<file path="config.mk">
export PLATFORM = sky130hd
export DESIGN_NAME = mem_stage_flat
export DESIGN_NICKNAME = d
export VERILOG_FILES = /design/src/rtl/mem_stage_if.sv /design/src/rtl/mem_stage.sv /design/src/flat_wrapper.sv
export SDC_FILE = /design/constraint.sdc
export NUM_CORES = 1
export LEC_CHECK = 0
export CORE_MARGIN = 2
export CORE_UTILIZATION = 25
export DETAILED_ROUTE_END_ITERATION = 10
export SLEW_MARGIN = 20
export SYNTH_ARGS = -nofsm -noshare
export SYNTH_HDL_FRONTEND = slang
export SYNTH_SLANG_ARGS = --single-unit
</file>
<file path="constraint.sdc">
create_clock -name clk -period 3.8 [get_ports clk]
set_clock_uncertainty 0.15 [all_clocks]
set_input_delay 0.57 -clock clk [delete_from_list [all_inputs] [get_ports clk]]
set_output_delay 0.57 -clock clk [all_outputs]
set_load 0.02 [all_outputs]
</file>
<file path="src/rtl/mem_stage_if.sv">
// Byte-wide data-memory port between mem_stage (master) and the memory arbiter (slave).
interface mem_stage_if;
    logic        mem_req;
    logic        mem_busy;
    logic [31:0] mem_a;
    logic [7:0]  mem_dout;
    logic        mem_wr;
    logic [7:0]  mem_din;

    modport master (
        output mem_req, mem_a, mem_dout, mem_wr,
        input  mem_busy, mem_din
    );

    modport slave (
        input  mem_req, mem_a, mem_dout, mem_wr,
        output mem_busy, mem_din
    );
endinterface

</file>
<file path="src/rtl/mem_stage.sv">
// MEM pipeline stage: serialises LOAD/STORE onto a byte-wide bus, little-endian.
// Optional MEM_ALIGN_CHECK_EN suppresses misaligned half/word accesses with a misalign_o pulse.
module mem_stage (
    input  logic        clk,
    input  logic        rst,
    input  logic [10:0] opcode_i,
    input  logic [4:0]  wd_i,
    input  logic        wreg_i,
    input  logic [31:0] wdata_i,
    input  logic [31:0] mem_addr_i,
    output logic [4:0]  wd_o,
    output logic        wreg_o,
    output logic [31:0] wdata_o,
    mem_stage_if.master mem,
    output logic        stall_req_o,
    output logic        misalign_o
);
    localparam logic [6:0] OP_LOAD  = 7'b0000011;
    localparam logic [6:0] OP_STORE = 7'b0100011;

    typedef enum logic [1:0] {IDLE, XFER, DONE} state_t;

    state_t          state, state_next;
    logic [1:0]      k, k_next;
    logic [2:0][7:0] byte_buf;
    logic            capture;
    logic            drive;
    logic [1:0]      drive_idx;
    logic [7:0]      store_byte;
    logic [31:0]     raw_word, load_value;

    logic [2:0] funct3;
    logic       is_load, is_store, is_mem, fmt_ok, misaligned;
    logic [1:0] last_idx;

    // funct7 bit 5 has no meaning for loads and stores.
    logic unused_funct7;
    assign unused_funct7 = opcode_i[10];

    assign funct3   = opcode_i[9:7];
    assign is_load  = (opcode_i[6:0] == OP_LOAD);
    assign is_store = (opcode_i[6:0] == OP_STORE);
    assign is_mem   = is_load | is_store;
    assign fmt_ok   = (is_load  && (funct3 inside {3'b000, 3'b001, 3'b010, 3'b100, 3'b101})) ||
                      (is_store && (funct3 inside {3'b000, 3'b001, 3'b010}));
    assign last_idx = (funct3[1:0] == 2'b00) ? 2'd0 :
                      (funct3[1:0] == 2'b01) ? 2'd1 : 2'd3;

`ifdef MEM_ALIGN_CHECK_EN
    assign misaligned = fmt_ok &&
                        ((funct3[1:0] == 2'b01 && mem_addr_i[0]) ||
                         (funct3[1:0] == 2'b10 && mem_addr_i[1:0] != 2'b00));
`else
    assign misaligned = 1'b0;
`endif

    always_ff @(posedge clk) begin
        // NOTE: sequential state uses <= so every register samples pre-edge values.
        if (rst) begin
            state    <= IDLE;
            k        <= 2'd0;
            // NOTE: the byte buffer is explicitly cleared so an aborted load leaves nothing stale.
            byte_buf <= '0;
        end else begin
            state <= state_next;
            k     <= k_next;
            if (capture) begin
                case (k)
                    2'd1:    byte_buf[0] <= mem.mem_din;
                    2'd2:    byte_buf[1] <= mem.mem_din;
                    2'd3:    byte_buf[2] <= mem.mem_din;
                    default: ;
                endcase
            end
        end
    end

    always_comb begin
        // NOTE: every value written here gets a default first, so no latch is inferred.
        state_next  = state;
        k_next      = k;
        capture     = 1'b0;
        drive       = 1'b0;
        drive_idx   = 2'd0;
        wd_o        = wd_i;
        wreg_o      = wreg_i;
        wdata_o     = wdata_i;
        stall_req_o = 1'b0;
        misalign_o  = 1'b0;

        case (state)
            IDLE: begin
                // rst acts at the edge; while it is high in IDLE nothing is passed or started.
                if (rst) begin
                    wd_o    = '0;
                    wreg_o  = 1'b0;
                    wdata_o = '0;
                end else if (is_mem) begin
                    wreg_o  = 1'b0;
                    wdata_o = '0;
                    if (!fmt_ok || misaligned) begin
                        misalign_o = misaligned;
                    end else if (mem.mem_busy) begin
                        stall_req_o = 1'b1;
                    end else begin
                        stall_req_o = 1'b1;
                        drive       = 1'b1;
                        k_next      = 2'd1;
                        state_next  = (last_idx == 2'd0) ? DONE : XFER;
                    end
                end
            end
            XFER: begin
                wreg_o      = 1'b0;
                wdata_o     = '0;
                stall_req_o = 1'b1;
                drive       = 1'b1;
                drive_idx   = k;
                capture     = is_load;
                k_next      = k + 2'd1;
                if (k == last_idx) state_next = DONE;
            end
            DONE: begin
                // The last load byte arrives on mem_din this cycle and is used directly.
                if (is_store) begin
                    wreg_o  = 1'b0;
                    wdata_o = '0;
                end else if (is_load) begin
                    wdata_o = load_value;
                end
                state_next = IDLE;
                k_next     = 2'd0;
            end
            default: state_next = IDLE;
        endcase
    end

    always_comb begin
        case (last_idx)
            2'd0:    raw_word = {24'h0, mem.mem_din};
            2'd1:    raw_word = {16'h0, mem.mem_din, byte_buf[0]};
            default: raw_word = {mem.mem_din, byte_buf[2], byte_buf[1], byte_buf[0]};
        endcase
        case (funct3)
            3'b000:  load_value = {{24{raw_word[7]}}, raw_word[7:0]};
            3'b001:  load_value = {{16{raw_word[15]}}, raw_word[15:0]};
            3'b100:  load_value = {24'h0, raw_word[7:0]};
            3'b101:  load_value = {16'h0, raw_word[15:0]};
            default: load_value = raw_word;
        endcase
    end

    always_comb begin
        case (drive_idx)
            2'd0:    store_byte = wdata_i[7:0];
            2'd1:    store_byte = wdata_i[15:8];
            2'd2:    store_byte = wdata_i[23:16];
            default: store_byte = wdata_i[31:24];
        endcase
    end

    assign mem.mem_req  = drive;
    assign mem.mem_wr   = drive & is_store;
    assign mem.mem_a    = drive ? (mem_addr_i + {30'd0, drive_idx}) : 32'd0;
    assign mem.mem_dout = (drive & is_store) ? store_byte : 8'd0;
endmodule

</file>
<file path="src/flat_wrapper.sv">
// flat-port wrapper written by rule: the top's interface ports become plain ports
module mem_stage_flat 
  (clk, rst, opcode_i, wd_i, wreg_i, wdata_i, mem_addr_i, wd_o, wreg_o, wdata_o, stall_req_o, misalign_o, mem_mem_req, mem_mem_a, mem_mem_dout, mem_mem_wr, mem_mem_busy, mem_mem_din);
  mem_stage_if mem_i ();
  input  logic clk;
  input  logic rst;
  input  logic [10:0] opcode_i;
  input  logic [4:0] wd_i;
  input  logic wreg_i;
  input  logic [31:0] wdata_i;
  input  logic [31:0] mem_addr_i;
  output logic [4:0] wd_o;
  output logic wreg_o;
  output logic [31:0] wdata_o;
  output logic stall_req_o;
  output logic misalign_o;
  output wire logic [$bits(mem_i.mem_req)-1:0] mem_mem_req;
  output wire logic [$bits(mem_i.mem_a)-1:0] mem_mem_a;
  output wire logic [$bits(mem_i.mem_dout)-1:0] mem_mem_dout;
  output wire logic [$bits(mem_i.mem_wr)-1:0] mem_mem_wr;
  input wire logic [$bits(mem_i.mem_busy)-1:0] mem_mem_busy;
  input wire logic [$bits(mem_i.mem_din)-1:0] mem_mem_din;
  assign mem_mem_req = mem_i.mem_req;
  assign mem_mem_a = mem_i.mem_a;
  assign mem_mem_dout = mem_i.mem_dout;
  assign mem_mem_wr = mem_i.mem_wr;
  assign mem_i.mem_busy = mem_mem_busy;
  assign mem_i.mem_din = mem_mem_din;
  mem_stage u_core (.clk(clk), .rst(rst), .opcode_i(opcode_i), .wd_i(wd_i), .wreg_i(wreg_i), .wdata_i(wdata_i), .mem_addr_i(mem_addr_i), .wd_o(wd_o), .wreg_o(wreg_o), .wdata_o(wdata_o), .mem(mem_i), .stall_req_o(stall_req_o), .misalign_o(misalign_o));
endmodule
</file>
==> impl_summary.txt, run 1 <==
----------------------------------------------------
[Drt]
  Violation count after the first detailed-route iteration ... 214
  Post-detailed-route DRC marker count ... 0
  Routed WL per cell ... 16.9 µm
  Total routed wirelength ... 13.9 mm
  Post-route ant nets ... 0
  Vias per cell ... ~5.3
  TritonRoute pass-1 iters ... 5
  Total number of vias ... 4333

[Yosys]
  Sequential cell area fraction in the yosys report ... 0.170
  Yosys top cell area share ... 0.170
  Seq cells post-synth ... 28
  Synthesized instance count ... 448
  Ranking of synthesized cells by area ... sky130_fd_sc_hd__dfxtp_1, sky130_fd_sc_hd__mux2i_1, sky130_fd_sc_hd__o2bb2ai_1
  Proportion of register bits with asynchronous set or reset after synthesis ... 0
  Main flop type after synthesis ... sky130_fd_sc_hd__dfxtp_1
  Most common cell in the netlist ... sky130_fd_sc_hd__nor2_1
  Average cell area after synthesis ... 7.36 µm²
  Number of synthesized flops with an enable pin ... 0
  Synth cell types ... 57
  Net Count, Synth ... 550
  Synth Cell Area ... 3300 µm²
  Biggest area consumer among synthesized cells ... sky130_fd_sc_hd__dfxtp_1
  YS warnings ... 0
  Commonest cells in the synthesized netlist ... sky130_fd_sc_hd__nor2_1, sky130_fd_sc_hd__mux2i_1, sky130_fd_sc_hd__a21oi_1

[Power and ir drop]
  Leakage ... between 2 and 3 nW
  Power density over the cells ... 284 nW/µm²
  Total power of the final layout ... 1.61 mW
  Peak supply drop ... about 190 µV

[Clock tree]
  Clock buffers created by TritonCTS ... 3
  Number of levels the H-tree was split into ... 1
  Clk sink count ... 28
  TritonCTS clock tree ... yes
  Number of buffers between clock root and the deepest sink ... 2
  Clock latency on the worst-skew pair ... roughly 0.26 ns
  CTS Root Cell ... sky130_fd_sc_hd__clkbuf_16
  Number of buffers inserted for hold repair after clock tree synthesis ... 0
  Clk pin slew, worst setup/hold paths ... 0.07 ns

[Place]
  Count of port buffers added during placement ... 171
  Standard cell area after detailed placement ... 5550 µm²
  Setup slack after placement ... -0.139 ns
  Dpl cells ... between 800 and 900
  Final weighted congestion in routability-driven placement ... 0.871
  Placed wire-length estimate ... approximately 11 mm

[GRT]
  Overall track demand over capacity in global routing ... 0.188
  Antenna violations before repair ... 0
  Grt total ovfl ... 0
  Maximum number of pins on one net before global-route repair ... 33
  First-pass GRT wire length ... 22.0 mm
  Via count of the first global-routing pass ... 4374

[Finish]
  Layout area overhead ... 72.8%
  Final instance area ... roughly 5700 µm²
  Number of nets in the finished design ... roughly 750
  Non-filler cells in the finished layout ... 822
  Number of filler cells placed in the layout ... 1308
  Share of cells above drive strength 1 ... 0.134
  Number of diodes ... 0

[STA]
  Final max-slew violation count ... 0
  Final worst setup slack ... 0.149 ns
  Normalized max-slew margin ... 0.576
  Clock period minus final worst setup slack ... 3.65 ns
  Unrepaired setup endpoints after global routing ... no
  Slew at the pin with the worst max-slew slack ... 0.635 ns
  Final Hold Fails ... 0
  Crit share post-route ... 0.961
  Highest clock rate ... 274 MHz
  Setup-failing EPs final ... 0
  Post-Route Setup TNS ... 0 ns

[Floorplanning]
  Starting density of the core ... 0.259
  Number of ports placed on the die boundary ... approximately 170
  Total die area ... roughly 14000 µm²
  Die Width ... around 120 µm
  Overall die height ... 119 µm
  Core region area ... about 13000 µm²
  Row count ... 41

[Setup path]
  R2R depth ... 7
  CP Data Arrival Time ... approximately 2.9 ns
  Type of the worst setup path ... input port to output port
  Startpoint types ... input port
  Capture instance of the worst register-to-register path ... u_core.byte_buf[21]$_SDFFE_PP0P_
  R2R Path Start ... u_core.state[1]$_SDFFE_PP0P_
  Largest fanout on the critical path ... 18
  Worst reg-to-reg setup slack ... 1.47 ns
  CP endpoint kind ... output port
  Worst endpoint required time ... 3.08 ns

[Min path]
  Worst Hold Depth ... 2
  Endpoint of the worst hold-timing path ... u_core.byte_buf[11]$_SDFFE_PP0P_
  Hold Path Class ... flop to flop
  Startpoint of the worst hold path ... u_core.byte_buf[11]$_SDFFE_PP0P_

[Flow run]
  Max-cap violations ... 0

[Status]
  Result of the run ... complete, no violations

----------------------------------------------------
[registers in the layout, summed over array words and instances, names as in the netlist]
signal	count
u_core.byte_buf	24
u_core.state	2
u_core.k	2
[worst max path at each step]
stage,end,startpoint,slack (ns)
floorplan,mem_mem_a[28],u_core.state[1]$_SDFFE_PP0P_,0.11
global placement,mem_mem_a[26],mem_addr_i[13],-0.16
detailed placement,mem_mem_a[26],mem_addr_i[13],-0.14
CTS,mem_mem_a[24],mem_addr_i[13],0.006
global route,mem_mem_a[0],opcode_i[0],0.003
finish,mem_mem_a[1],opcode_i[8],0.15
[layout by cell type, fill, tap and decap left out, types with 13 or more instances in the layout]
cell type                           n
sky130_fd_sc_hd__a21oi_1           29
sky130_fd_sc_hd__o2bb2ai_1         24
sky130_fd_sc_hd__nor2b_1           19
sky130_fd_sc_hd__nand2_1           25
sky130_fd_sc_hd__buf_4             55
sky130_fd_sc_hd__inv_1             13
sky130_fd_sc_hd__dfxtp_1           28
sky130_fd_sc_hd__mux2i_1           33
sky130_fd_sc_hd__clkdlybuf4s50_1  146
sky130_fd_sc_hd__dlymetal6s2s_1    18
sky130_fd_sc_hd__nor2_1            42
sky130_fd_sc_hd__o21ai_0           27
sky130_fd_sc_hd__or3_1             13
[report_power, final]
| part | switching, mW | internal, mW | total, mW |
|---|---|---|---|
| clock | 0.104 | 0.162 | 0.266 |
| combinational | 0.536 | 0.501 | 1.04 |
| sequential | 0.0108 | 0.302 | 0.313 |
| total | 0.651 | 0.964 | 1.61 |
[routing by layer]
| layer | vias up | global-route usage | routed length, µm |
|---|---|---|---|
| li1 | 2093 | - | - |
| met1 | 2031 | 0.226 | 5730 |
| met2 | 186 | 0.330 | 6680 |
| met3 | 23 | 0.0508 | 1150 |
| met4 | 0 | 0.0506 | 331 |
| met5 | - | 0 | 0 |
[stage by stage]
stage	hold slack [ns]	utilization
finish	0.350	0.448
global route	0.384	0.448
CTS	0.355	0.444
detailed placement	0.337	0.436
global placement	0.326	0.436
floorplan	0.313	-
[critical path: stages]
cell and delay (ns):
sky130_fd_sc_hd__clkdlybuf4s50_1 0.67, sky130_fd_sc_hd__a21oi_1 0.11, sky130_fd_sc_hd__buf_4 0.16, sky130_fd_sc_hd__o2111a_1 0.29, sky130_fd_sc_hd__nor2_2 0.30, sky130_fd_sc_hd__buf_12 0.20
sky130_fd_sc_hd__nor2b_1 0.05, sky130_fd_sc_hd__clkdlybuf4s50_1 0.57
[area by class of cell]
type / count / area, µm² / area share
clock buffers: 4 / 88.8 / 0.0156
repair buffers: 228 / 2200 / 0.386
multi-input cells: 376 / 2580 / 0.453
well taps: 172 / 215 / 0.0378
inverters: 14 / 52.6 / 0.00923
flip-flops and latches: 28 / 561 / 0.0984
[logic make-up (layout without fill, tap and decap cells)]
logic type | Yosys count | in the layout | synth area share
simple gates | 178 | 178 | 0.297
compound gates | 134 | 134 | 0.277
buf+inv | 44 | 246 | 0.0554
mux | 41 | 41 | 0.128
flops | 28 | 28 | 0.170
xor+xnor | 12 | 12 | 0.0319
fa+ha+maj | 10 | 10 | 0.0402
other cells | 1 | 1 | 0.00114
[repair_timing]
action,in CTS,in global routing
endpoints found under the setup margin,11,20
pin swaps,0,1
resized for setup,11,22
buffers inserted,0,0
Power figures use the tool's default switching activity.
==> inputs of run 2 (changes only) <==
Settings changed: HOLD_SLACK_MARGIN set to 0.02, MAX_ROUTING_LAYER set to met4.
==> impl_summary.txt, run 2 (synthesis gave the netlist of run 1 again) <==
----------------------------------------------------
[Setup path]
  End point of the critical path ... mem_mem_dout[0]
  R2R Path Start ... u_core.state[1]$_SDFFE_PP0P_
  R2R depth ... 7
  Largest fanout on the critical path ... 5
  Worst endpoint required time ... 3.08 ns
  Type of the worst setup path ... input port to output port
  Slowest-stage cell, CP ... sky130_fd_sc_hd__clkdlybuf4s50_1
  Max stage delay on crit path ... 0.66 ns
  Most used cell, CP ... sky130_fd_sc_hd__clkdlybuf4s50_1
  Startpoint types ... input port
  Capture instance of the worst register-to-register path ... u_core.byte_buf[23]$_SDFFE_PP0P_
  CP endpoint kind ... output port
  CP Data Arrival Time ... 2.94 ns
  Worst reg-to-reg setup slack ... 1.42 ns
  Setup crit start ... opcode_i[0]
  Ordered list of cells on the worst path ... clkdlybuf4s50_1 > nor4bb_1 > and2_1 > o211ai_1 > buf_4 > a211oi_1 > clkdlybuf4s50_1

[Clock tree]
  Clk sink count ... 28
  Number of levels the H-tree was split into ... 1
  Clock latency on the worst-skew pair ... 0.26 ns
  TritonCTS clock tree ... yes
  Clk pin slew, worst setup/hold paths ... 0.07 ns
  CTS Root Cell ... sky130_fd_sc_hd__clkbuf_16
  Clock buffers created by TritonCTS ... 3
  Number of buffers between clock root and the deepest sink ... 2
  Number of buffers inserted for hold repair after clock tree synthesis ... 0

[STA]
  Post-Route Setup TNS ... 0 ns
  Setup-failing EPs final ... 0
  Unrepaired setup endpoints after global routing ... no
  Normalized max-slew margin ... 0.568
  Highest clock rate ... ~270 MHz
  Clock period minus final worst setup slack ... 3.66 ns
  Final Hold Fails ... 0
  Final hold slack ... 0.348 ns
  Slew at the pin with the worst max-slew slack ... about 0.65 ns
  Final worst setup slack ... 0.135 ns
  Final max-slew violation count ... 0
  Crit share post-route ... 0.964

[Place]
  Standard cell area after detailed placement ... 5550 µm²
  Setup slack after placement ... -0.167 ns
  Placed wire-length estimate ... 11.1 mm
  Count of port buffers added during placement ... approximately 170
  Final weighted congestion in routability-driven placement ... just under 0.9
  Dpl cells ... 818

[GRT]
  First-pass GRT wire length ... between 20 and 25 mm
  Antenna violations before repair ... 0
  Maximum number of pins on one net before global-route repair ... 34
  Grt total ovfl ... 0
  Via count of the first global-routing pass ... roughly 4300
  Overall track demand over capacity in global routing ... 0.196

[Drt]
  Routed WL per cell ... between 15 and 20 µm
  Violation count after the first detailed-route iteration ... 229
  Vias per cell ... 5.24
  Post-route ant nets ... 0
  Post-detailed-route DRC marker count ... 0
  TritonRoute pass-1 iters ... 5
  Total routed wirelength ... approximately 14 mm
  Total number of vias ... between 4000 and 5000

[Floorplanning]
  Core region area ... ~13000 µm²
  Row count ... 41
  Starting density of the core ... 0.259
  Total die area ... 14100 µm²
  Number of ports placed on the die boundary ... 174
  Overall die height ... 119 µm
  Die Width ... 119 µm

[Finish]
  Final instance area ... around 5700 µm²
  Commonest non-fill, non-tap cells in the layout ... sky130_fd_sc_hd__clkdlybuf4s50_1, sky130_fd_sc_hd__buf_4, sky130_fd_sc_hd__nor2_1, sky130_fd_sc_hd__mux2i_1, sky130_fd_sc_hd__a21oi_1
  Leading registers by flop count ... u_core.byte_buf: 24 flops, u_core.k: 2 flops, u_core.state: 2 flops
  Non-filler cells in the finished layout ... between 800 and 900
  Number of diodes ... 0
  Largest register FFs ... 24
  Utilization of the core after routing ... 0.446
  Number of nets in the finished design ... 753
  Share of cells above drive strength 1 ... 0.131
  Layout area overhead ... 72.1%
  Commonest non-fill, non-tap cell in the layout ... sky130_fd_sc_hd__clkdlybuf4s50_1
  Largest reg by FF count ... u_core.byte_buf

[Flow run]
  Max-cap violations ... 0

[Min path]
  Hold Path Class ... flop to flop

[Power and ir drop]
  Power density over the cells ... 284 nW/µm²
  Total power of the final layout ... 1.61 mW
  Peak supply drop ... 145 µV
  Leakage ... 2.46 nW

[Status]
  Result of the run ... complete, no violations

----------------------------------------------------
run 2: report_power, final:
part	switching, mW	leakage [nW]	internal [mW]
Clock	0.104	0.0442	0.162
Sequential	0.0110	0.226	0.302
Combinational	0.533	2.19	0.500
run 2: critical path, delay by kind of cell:
family / cells / cell delay, ns
compound gates: 2 / 0.46
buf+inv: 3 / 1.35
simple gates: 2 / 0.57
run 2: area by class of cell:
type / instances / area [µm²]
flip-flops and latches: 28 / 561
inverters: 14 / 52.6
multi-input cells: 376 / 2570
well taps: 172 / 215
clock buffers: 4 / 88.8
fillers: 1326 / 7050
repair buffers: 228 / 2190
run 2: routing by layer:
metal,track usage,wire [µm]
met1,0.238,5960
met2,0.333,6860
met5,-,0
met4,0.0454,236
met3,0.0426,979
run 2: what timing repair did:
item                       CTS  global route
setup endpoints to repair    9            20
resized for setup           10            15
buffers inserted             0             0
pin swaps                    0             0
run 2: how the worst min path moves through the flow:
stage / startpoint / to / slack [ns] / depth (start not counted)
after CTS: u_core.byte_buf[5]$_SDFFE_PP0P_ / u_core.byte_buf[5]$_SDFFE_PP0P_ / 0.35 / 2
after detailed placement: u_core.byte_buf[15]$_SDFFE_PP0P_ / u_core.byte_buf[15]$_SDFFE_PP0P_ / 0.34 / 2
after global placement: u_core.byte_buf[10]$_SDFFE_PP0P_ / u_core.byte_buf[10]$_SDFFE_PP0P_ / 0.33 / 2
after global routing: u_core.byte_buf[15]$_SDFFE_PP0P_ / u_core.byte_buf[15]$_SDFFE_PP0P_ / 0.38 / 2
final: u_core.byte_buf[15]$_SDFFE_PP0P_ / u_core.byte_buf[15]$_SDFFE_PP0P_ / 0.35 / 2
after floorplan: u_core.byte_buf[0]$_SDFFE_PP0P_ / u_core.byte_buf[0]$_SDFFE_PP0P_ / 0.31 / 2
